## src/rtl/scope_display_ctrl.sv

```systemverilog
// Waveform RAM scheduler and trace renderer for a VGA oscilloscope display.
// Reads one sample per column ahead of the beam and lends every other slot to the acquisition writer.
module scope_display_ctrl #(
  parameter int ADDR_W   = 10,
  parameter int DATA_W   = 8,
  parameter int H_ACTIVE = 640,
  parameter int H_LAST   = 767,
  parameter int V_ACTIVE = 480,
  parameter int Y_OFFSET = 112
) (
  input  logic              clk,
  input  logic              reset,
  input  logic [9:0]        pix_x,
  input  logic [8:0]        pix_y,
  input  logic              in_display,
  input  logic              wr_req,
  input  logic [ADDR_W-1:0] wr_addr,
  input  logic [DATA_W-1:0] wr_data,
  output logic              wr_gnt,
  input  logic              trig_valid,
  input  logic [ADDR_W-1:0] trig_addr,
  output logic              trig_ack,
  output logic [ADDR_W-1:0] ram_addr,
  output logic              ram_we,
  output logic [DATA_W-1:0] ram_wdata,
  input  logic [DATA_W-1:0] ram_rdata,
  output logic              pixel_on,
  output logic              grid_on
);
  localparam int         SMAX     = (1 << DATA_W) - 1;
  localparam logic [9:0] H_LAST_X = 10'(H_LAST);
  localparam logic [9:0] H_RD_END = 10'(H_ACTIVE - 1);
  localparam logic [8:0] V_FS     = 9'(V_ACTIVE);
  localparam logic [8:0] V_MID    = 9'(V_ACTIVE / 2);

  // Full-scale sample maps to Y_OFFSET; zero maps to the lowest trace row.
  function automatic logic [8:0] sample_row(input logic [DATA_W-1:0] s);
    return 9'(Y_OFFSET + SMAX) - 9'(s);
  endfunction

  logic [9:0]        x_q;
  logic [ADDR_W-1:0] rd_base_q, rd_base_d;
  logic [ADDR_W-1:0] ram_addr_q, ram_addr_d;
  logic [DATA_W-1:0] ram_wdata_q, ram_wdata_d;
  logic [DATA_W-1:0] sample_next_q, sample_next_d;
  logic [DATA_W-1:0] sample_cur_q, sample_cur_d;
  logic              ram_we_q, ram_we_d;
  logic              rd_pend_q, rd_pend_d;
  logic              pixel_on_q, pixel_on_d;
  logic              grid_on_q, grid_on_d;
  logic              x_chg, rd_slot, frame_start;

  always_comb begin
    x_chg       = (pix_x != x_q);
    // Column 0 of the next line is fetched while the beam sits on H_LAST.
    rd_slot     = x_chg && ((pix_x == H_LAST_X) || (pix_x < H_RD_END));
    frame_start = x_chg && (pix_x == 10'd0) && (pix_y == V_FS);
    wr_gnt      = !reset && !rd_slot && wr_req;
    trig_ack    = !reset && frame_start && trig_valid;

    ram_addr_d  = ram_addr_q;
    ram_we_d    = 1'b0;
    ram_wdata_d = ram_wdata_q;
    if (rd_slot) begin
      ram_addr_d = (pix_x == H_LAST_X) ? rd_base_q
                                       : rd_base_q + ADDR_W'(pix_x) + ADDR_W'(1);
    end else if (wr_gnt) begin
      ram_addr_d  = wr_addr;
      ram_we_d    = 1'b1;
      ram_wdata_d = wr_data;
    end

    rd_pend_d     = rd_slot;
    sample_next_d = rd_pend_q ? ram_rdata : sample_next_q;
    sample_cur_d  = x_chg ? sample_next_q : sample_cur_q;
    rd_base_d     = trig_ack ? trig_addr : rd_base_q;

    pixel_on_d = in_display && (pix_y == sample_row(sample_cur_q));
    grid_on_d  = in_display && ((pix_x[5:0] == 6'd0) || (pix_y == V_MID));
  end

  always_ff @(posedge clk) begin
    if (reset) begin
      x_q           <= '0;
      rd_base_q     <= '0;
      ram_addr_q    <= '0;
      ram_we_q      <= 1'b0;
      ram_wdata_q   <= '0;
      rd_pend_q     <= 1'b0;
      sample_next_q <= '0;
      sample_cur_q  <= '0;
      pixel_on_q    <= 1'b0;
      grid_on_q     <= 1'b0;
    end else begin
      x_q           <= pix_x;
      rd_base_q     <= rd_base_d;
      ram_addr_q    <= ram_addr_d;
      ram_we_q      <= ram_we_d;
      ram_wdata_q   <= ram_wdata_d;
      rd_pend_q     <= rd_pend_d;
      sample_next_q <= sample_next_d;
      sample_cur_q  <= sample_cur_d;
      pixel_on_q    <= pixel_on_d;
      grid_on_q     <= grid_on_d;
    end
  end

  assign ram_addr  = ram_addr_q;
  assign ram_we    = ram_we_q;
  assign ram_wdata = ram_wdata_q;
  assign pixel_on  = pixel_on_q;
  assign grid_on   = grid_on_q;
endmodule

```

## config.mk

```make
export PLATFORM = sky130hd
export DESIGN_NAME = scope_display_ctrl
export DESIGN_NICKNAME = d
export VERILOG_FILES = /design/src/rtl/scope_display_ctrl.sv
export SDC_FILE = /design/constraint.sdc
export NUM_CORES = 1
export LEC_CHECK = 0
export ABC_AREA = 1
export BUFFER_PORTS_ARGS = -buffer_cell sky130_fd_sc_hd__buf_2
export CAP_MARGIN = 20
export CELL_PAD_IN_SITES_DETAIL_PLACEMENT = 1
export CELL_PAD_IN_SITES_GLOBAL_PLACEMENT = 2
export CORE_ASPECT_RATIO = 0.75
export CORE_MARGIN = 3
export CORE_UTILIZATION = 30
export DETAILED_ROUTE_END_ITERATION = 10
export GPL_ROUTABILITY_DRIVEN = 0
export PLACE_DENSITY_LB_ADDON = 0.12
export SYNTH_ARGS = -nofsm -noshare
export SYNTH_HDL_FRONTEND = slang
export SYNTH_SLANG_ARGS = --single-unit
```

## constraint.sdc

```tcl
create_clock -name clk -period 4 [get_ports clk]
set_input_delay 0 -clock clk [delete_from_list [all_inputs] [get_ports clk]]
set_output_delay 0 -clock clk [all_outputs]
set_load 0.05 [all_outputs]
```

======== After elaboration in Yosys (flattened, before gate mapping) ========
Cells that the tools add are included.
storage, ports and cells
  logic and storage cells ................. 42
  bits in writable memories ............... 0
  bits in registers ....................... 58
  bits in read-only memories .............. 0
  bits in latches ......................... 0
  output and inout bits ................... 23
  memories kept ........................... 0
cells by class
  multiplexer cells ....................... 4
  add/subtract/negate cells ............... 3
  multiply operators ...................... 0
  shift operators ......................... 0
  equality and inequality tests ........... 5
  div/mod/pow operators ................... 0
  bitwise gates (word level) .............. 1
  order comparisons ....................... 1
  reductions and logical operators ........ 18
operators by type and width
  operator                 number
  $mux W10                 3
  $add A10 B1 Y10 const B  1
  $add A10 B10 Y10         1
  $eq A10 B10 Y1 const B   1
  $logic_not A10 Y1        1
  $lt A10 B10 Y1 const B   1
  $ne A10 B10 Y1           1
  $eq A9 B8 Y1 const B     1
  $eq A9 B9 Y1             1
  $eq A9 B9 Y1 const B     1
  $logic_and A1 B1 Y1      9
  $sub A9 B8 Y9 const A    1
  $logic_not A6 Y1         1
  $logic_not A1 Y1         2
  $logic_or A1 B1 Y1       2
  $reduce_and A2 Y1        1
  $reduce_bool A2 Y1       1
  $reduce_or A2 Y1         1
  $mux W1                  1
  $not A1 Y1               1

======== Longest topological paths before layout ========
  depth in word-level cells ............... 8
  mapped depth ............................ 15
  depth with buffers taken out ............ 15

======== Worst setup path after synthesis ========
OpenSTA, ideal clock, no wires.
  path type ............................... register -> output
  start point ............................. reg x_q[0]
  end point ............................... out wr_gnt
  setup slack ............................. 2.225 ns
  data arrival time ....................... 1.775 ns
  cell stages (with the launch flop) ...... 10
  cell sequence ........................... dfxtp_1 -> inv_1 -> nand2_1 -> nand2_1 -> nor2_1 -> nand3_2 -> o21ai_4 -> nand2_2 -> buf_6 -> nor2_1
on the way
  cells in the longest elaborated chain, start to end .. 5
RTL lines
  item                              line  text
  from (decl)                       41    logic [9:0] x_q;
  from (signal assigned)            95    x_q <= pix_x;
  $ne A10 B10 Y1                    54    x_chg = (pix_x != x_q);
  $logic_and A1 B1 Y1               56    rd_slot = x_chg && ((pix_x == H_LAST_X) || (pix_x < H_RD_END));
  $logic_not A1 Y1                  58    wr_gnt = !reset && !rd_slot && wr_req;
  $logic_and A1 B1 Y1 (2 in a row)  58
  to (decl)                         19    output logic wr_gnt,
Every way passes these cells.

======== Final worst setup path ========
  start point ............................. in pix_x[3]
  end point ............................... out wr_gnt
on the way
  cells in the longest elaborated chain, start to end .. 6
RTL lines
  item                                              line  text
  from (decl)                                       13    input logic [9:0] pix_x,
  $lt A10 B10 Y1 or $eq A10 B10 Y1 (tied branches)  56
  $logic_or A1 B1 Y1                                56
  $logic_and A1 B1 Y1 *                             56
  $logic_not A1 Y1 *                                58
  $logic_and A1 B1 Y1 * (2 in a row)                58
Every way passes the cells marked *; elsewhere a longest branch is shown, timed or not.

==> flow_summary.json <==
{
  "status": "completed",
  "fin_skew_ns": 0.005047,
  "hold_violations": 0,
  "final_cell_mix": "nand2_1, nor2_1, buf_2, inv_1, dfxtp_1",
  "wire_per_inst_um": 14.00,
  "wl_met1_mm": 5.601,
  "die_y_um": 98.21,
  "syn_area_per_cell_um2": 6.502,
  "min_period_over_period_pct": 60.82,
  "crit_type": "primary input to primary output",
  "tns_ns": 0,
  "postCtsSetupBuffers": 0,
  "cts_resized": 0,
  "fillCellCount": 1426,
  "vias_per_cell": 4.587,
  "dp_hpwl_mm": 8.501,
  "cts-root-buf": "clkbuf_16",
  "grt-ovfl-total": 0,
  "clockBufferDepth": 2,
  "ys_ff_latch": 58,
  "rows": 33,
  "critical_path.top_delay_family": "buffers and inverters",
  "top_layer": "met4",
  "worstMarginPinSlew_ns": 0.7076,
  "core_um2": 10980,
  "min_period_ns": 2.433,
  "relSlewSlack_pct": 52.83,
  "initial_core_util_pct": 30.96,
  "clk_latency_ns": 0.33,
  "maxCapViolCount": 0,
  "cp-end-kind": "primary output",
  "drc": 0,
  "power_density_nw_per_um2": 377.2,
  "static-leakage-power_nw": 2.304,
  "gr-usage-all-layers_pct": 18.19,
  "numPortBuffers": 82,
  "stdcell_count": 782,
  "drive_gt1_share_pct": 19.16,
  "syn_area_um2": 3401,
  "startpoint_type": "primary input",
  "antenna_found_initial": 0,
  "cp.arrival_ns": 2.43,
  "ys_types": 36,
  "rsz0062_at_grt": "false",
  "num_vias": 3587,
  "cts_sinks": 58,
  "max_freq_ghz": 0.4110,
  "cp_cell_sequence": "dlygate4sd3_1, buf_2, inv_2, nand2_1, nand2_1, nor2_1, nand3_2, o21ai_4, nand2_2, nor2_1, buf_2",
  "hold_buffers": 37,
  "synth_warnings": 0,
  "max_stage_delay_ns": 0.54,
  "multiInputGateArea_um2": 1877,
  "path_max_fanout": 23,
  "syn_inst": 523,
  "syn2layout_area_growth_pct": 34.47,
  "place_inst": 730,
  "design.die.area_um2": 12660,
  "io_pins": 83,
  "die_w_um": 128.9,
  "slew_violations": 0,
  "drt_first_pass_iters": 4,
  "route.met3.wl_um": 376,
  "worst_ep_required_time_ns": 4.00,
  "drt-total-wl_mm": 10.95,
  "final_common_cell": "nand2_1",
  "regArea_um2": 1161,
  "met2WireLength_mm": 4.805,
  "synth.net_count": 594,
  "htreeDepth": 3,
  "irDropWorstVdd_uv": 219.2,
  "fin_nets": 709,
  "grt_max_degree": 39,
  "cts_buffers": 9,
  "ys_seq_area_share_pct": 34.14,
  "setup_viol": 0,
  "first_global_vias": 3765,
  "ant_nets": 0,
  "first_iter_violations": 92,
  "crit_buf_inv": 4,
  "min_path_type": "primary input to flip-flop",
  "path_clk_slew_ns": 0.05,
  "diodes": 0,
  "cp_slowest_cell": "dlygate4sd3_1",
  "grt_pass1_wl_mm": 18.37,
  "cts_tree": "done"
}
==> routing by layer <==
layer	vias up	GRT usage, %
met1	1628	23.96
met2	63	29.62
met4	0	5.246
met3	13	4.319
met5	-	0
li1	1883	-
==> sequential cells by signal, summed over array words and instances, names as in the netlist <==
| name | cells |
|---|---|
| sample_next_q | 8 |
| rd_base_q | 10 |
| sample_cur_q | 8 |
| grid_on | 1 |
| rd_pend_q | 1 |
| ram_wdata | 8 |
| pixel_on | 1 |
| x_q | 10 |
| ram_addr | 10 |
| ram_we | 1 |
==> cells in the mapped netlist <==
master / number / share of area (%)
ha_1: 10 / 3.7
nand2_4: 1 / 0.33
nand2_2: 4 / 0.74
buf_6: 5 / 1.7
nand3b_1: 4 / 0.88
o211ai_1: 10 / 2.2
a22o_1: 1 / 0.26
o21ai_4: 1 / 0.48
xor2_1: 3 / 0.77
nand3_2: 2 / 0.59
a21oi_2: 1 / 0.26
nand4_1: 5 / 0.92
nor2_1: 89 / 9.8
fa_1: 1 / 0.59
nor2_2: 1 / 0.18
nor4_1: 5 / 0.92
or3_1: 1 / 0.18
nand2_1: 147 / 16
buf_2: 2 / 0.29
a21oi_1: 22 / 3.2
o21ai_0: 27 / 4.0
clkinv_1: 1 / 0.11
inv_2: 8 / 0.88
nor3_1: 2 / 0.29
o21ai_1: 1 / 0.15
or2_2: 2 / 0.37
dfxtp_1: 58 / 34
nand3_1: 25 / 3.7
inv_1: 61 / 6.7
clkbuf_1: 9 / 0.99
nand3_4: 2 / 1.0
nor2_4: 3 / 0.99
o31ai_1: 3 / 0.66
o22ai_1: 2 / 0.37
a22oi_4: 1 / 0.63
xnor2_1: 3 / 0.77
==> area by class of cell <==
cell class | instances | share of cell area (%)
inverter | 70 | 5.746
tap | 140 | 3.830
clock buffer | 10 | 5.007
timing repair buffer | 120 | 17.24
sequential | 58 | 25.39
multi-input combinational | 379 | 41.04
clock inverter | 5 | 1.751
==> worst register-to-register path, delay by kind of cell, from the launching register on <==
family | cells | cell delay [ns]
flops | 1 | 0.32
simple gates | 6 | 0.79
compound gates | 2 | 0.66
buf+inv | 2 | 0.25
==> power breakdown <==
group / internal, mW / leakage, nW / switching, mW
clock network: 0.540 / 0.145 / 0.269
registers: 0.608 / 0.477 / 0.0162
logic: 0.109 / 1.68 / 0.183
total: 1.26 / 2.30 / 0.468
==> stage by stage <==
step	instance area, µm²	setup slack [ns]	util [%]	hold slack (ns)	total power [mW]
global placement	3894	1.974	35.45	0.2192	0.8967
global route	4573	1.300	41.64	0.03047	1.818
detailed placement	3894	1.893	35.45	0.2335	0.9033
CTS	4573	1.568	41.64	0.002254	1.753
finish	4573	1.567	41.64	0.006301	1.725
floorplan	3401	2.225	-	0.1067	0.8156
==> cells by family after synthesis <==
| kind of cell | share of synthesized area (%) |
|---|---|
| simple gates | 37.16 |
| buf+inv | 10.67 |
| compound gates | 12.21 |
| flops | 34.14 |
| fa+ha+maj | 4.268 |
| xor+xnor | 1.546 |
==> final timing paths <==
path                                  from                             to  slack [ns]  cells after the start
max reg2reg              x_q[2]$_SDFF_PP0_      ram_wdata[0]$_SDFFE_PP0P_        1.91                     10
min reg2reg  sample_next_q[2]$_SDFFE_PP0P_  sample_next_q[2]$_SDFFE_PP0P_        0.46                      2
min                               pix_x[1]              x_q[1]$_SDFF_PP0_       0.006                      3
max                               pix_x[3]                         wr_gnt        1.57                     11
Note: power is estimated with default switching activity, not from simulation.
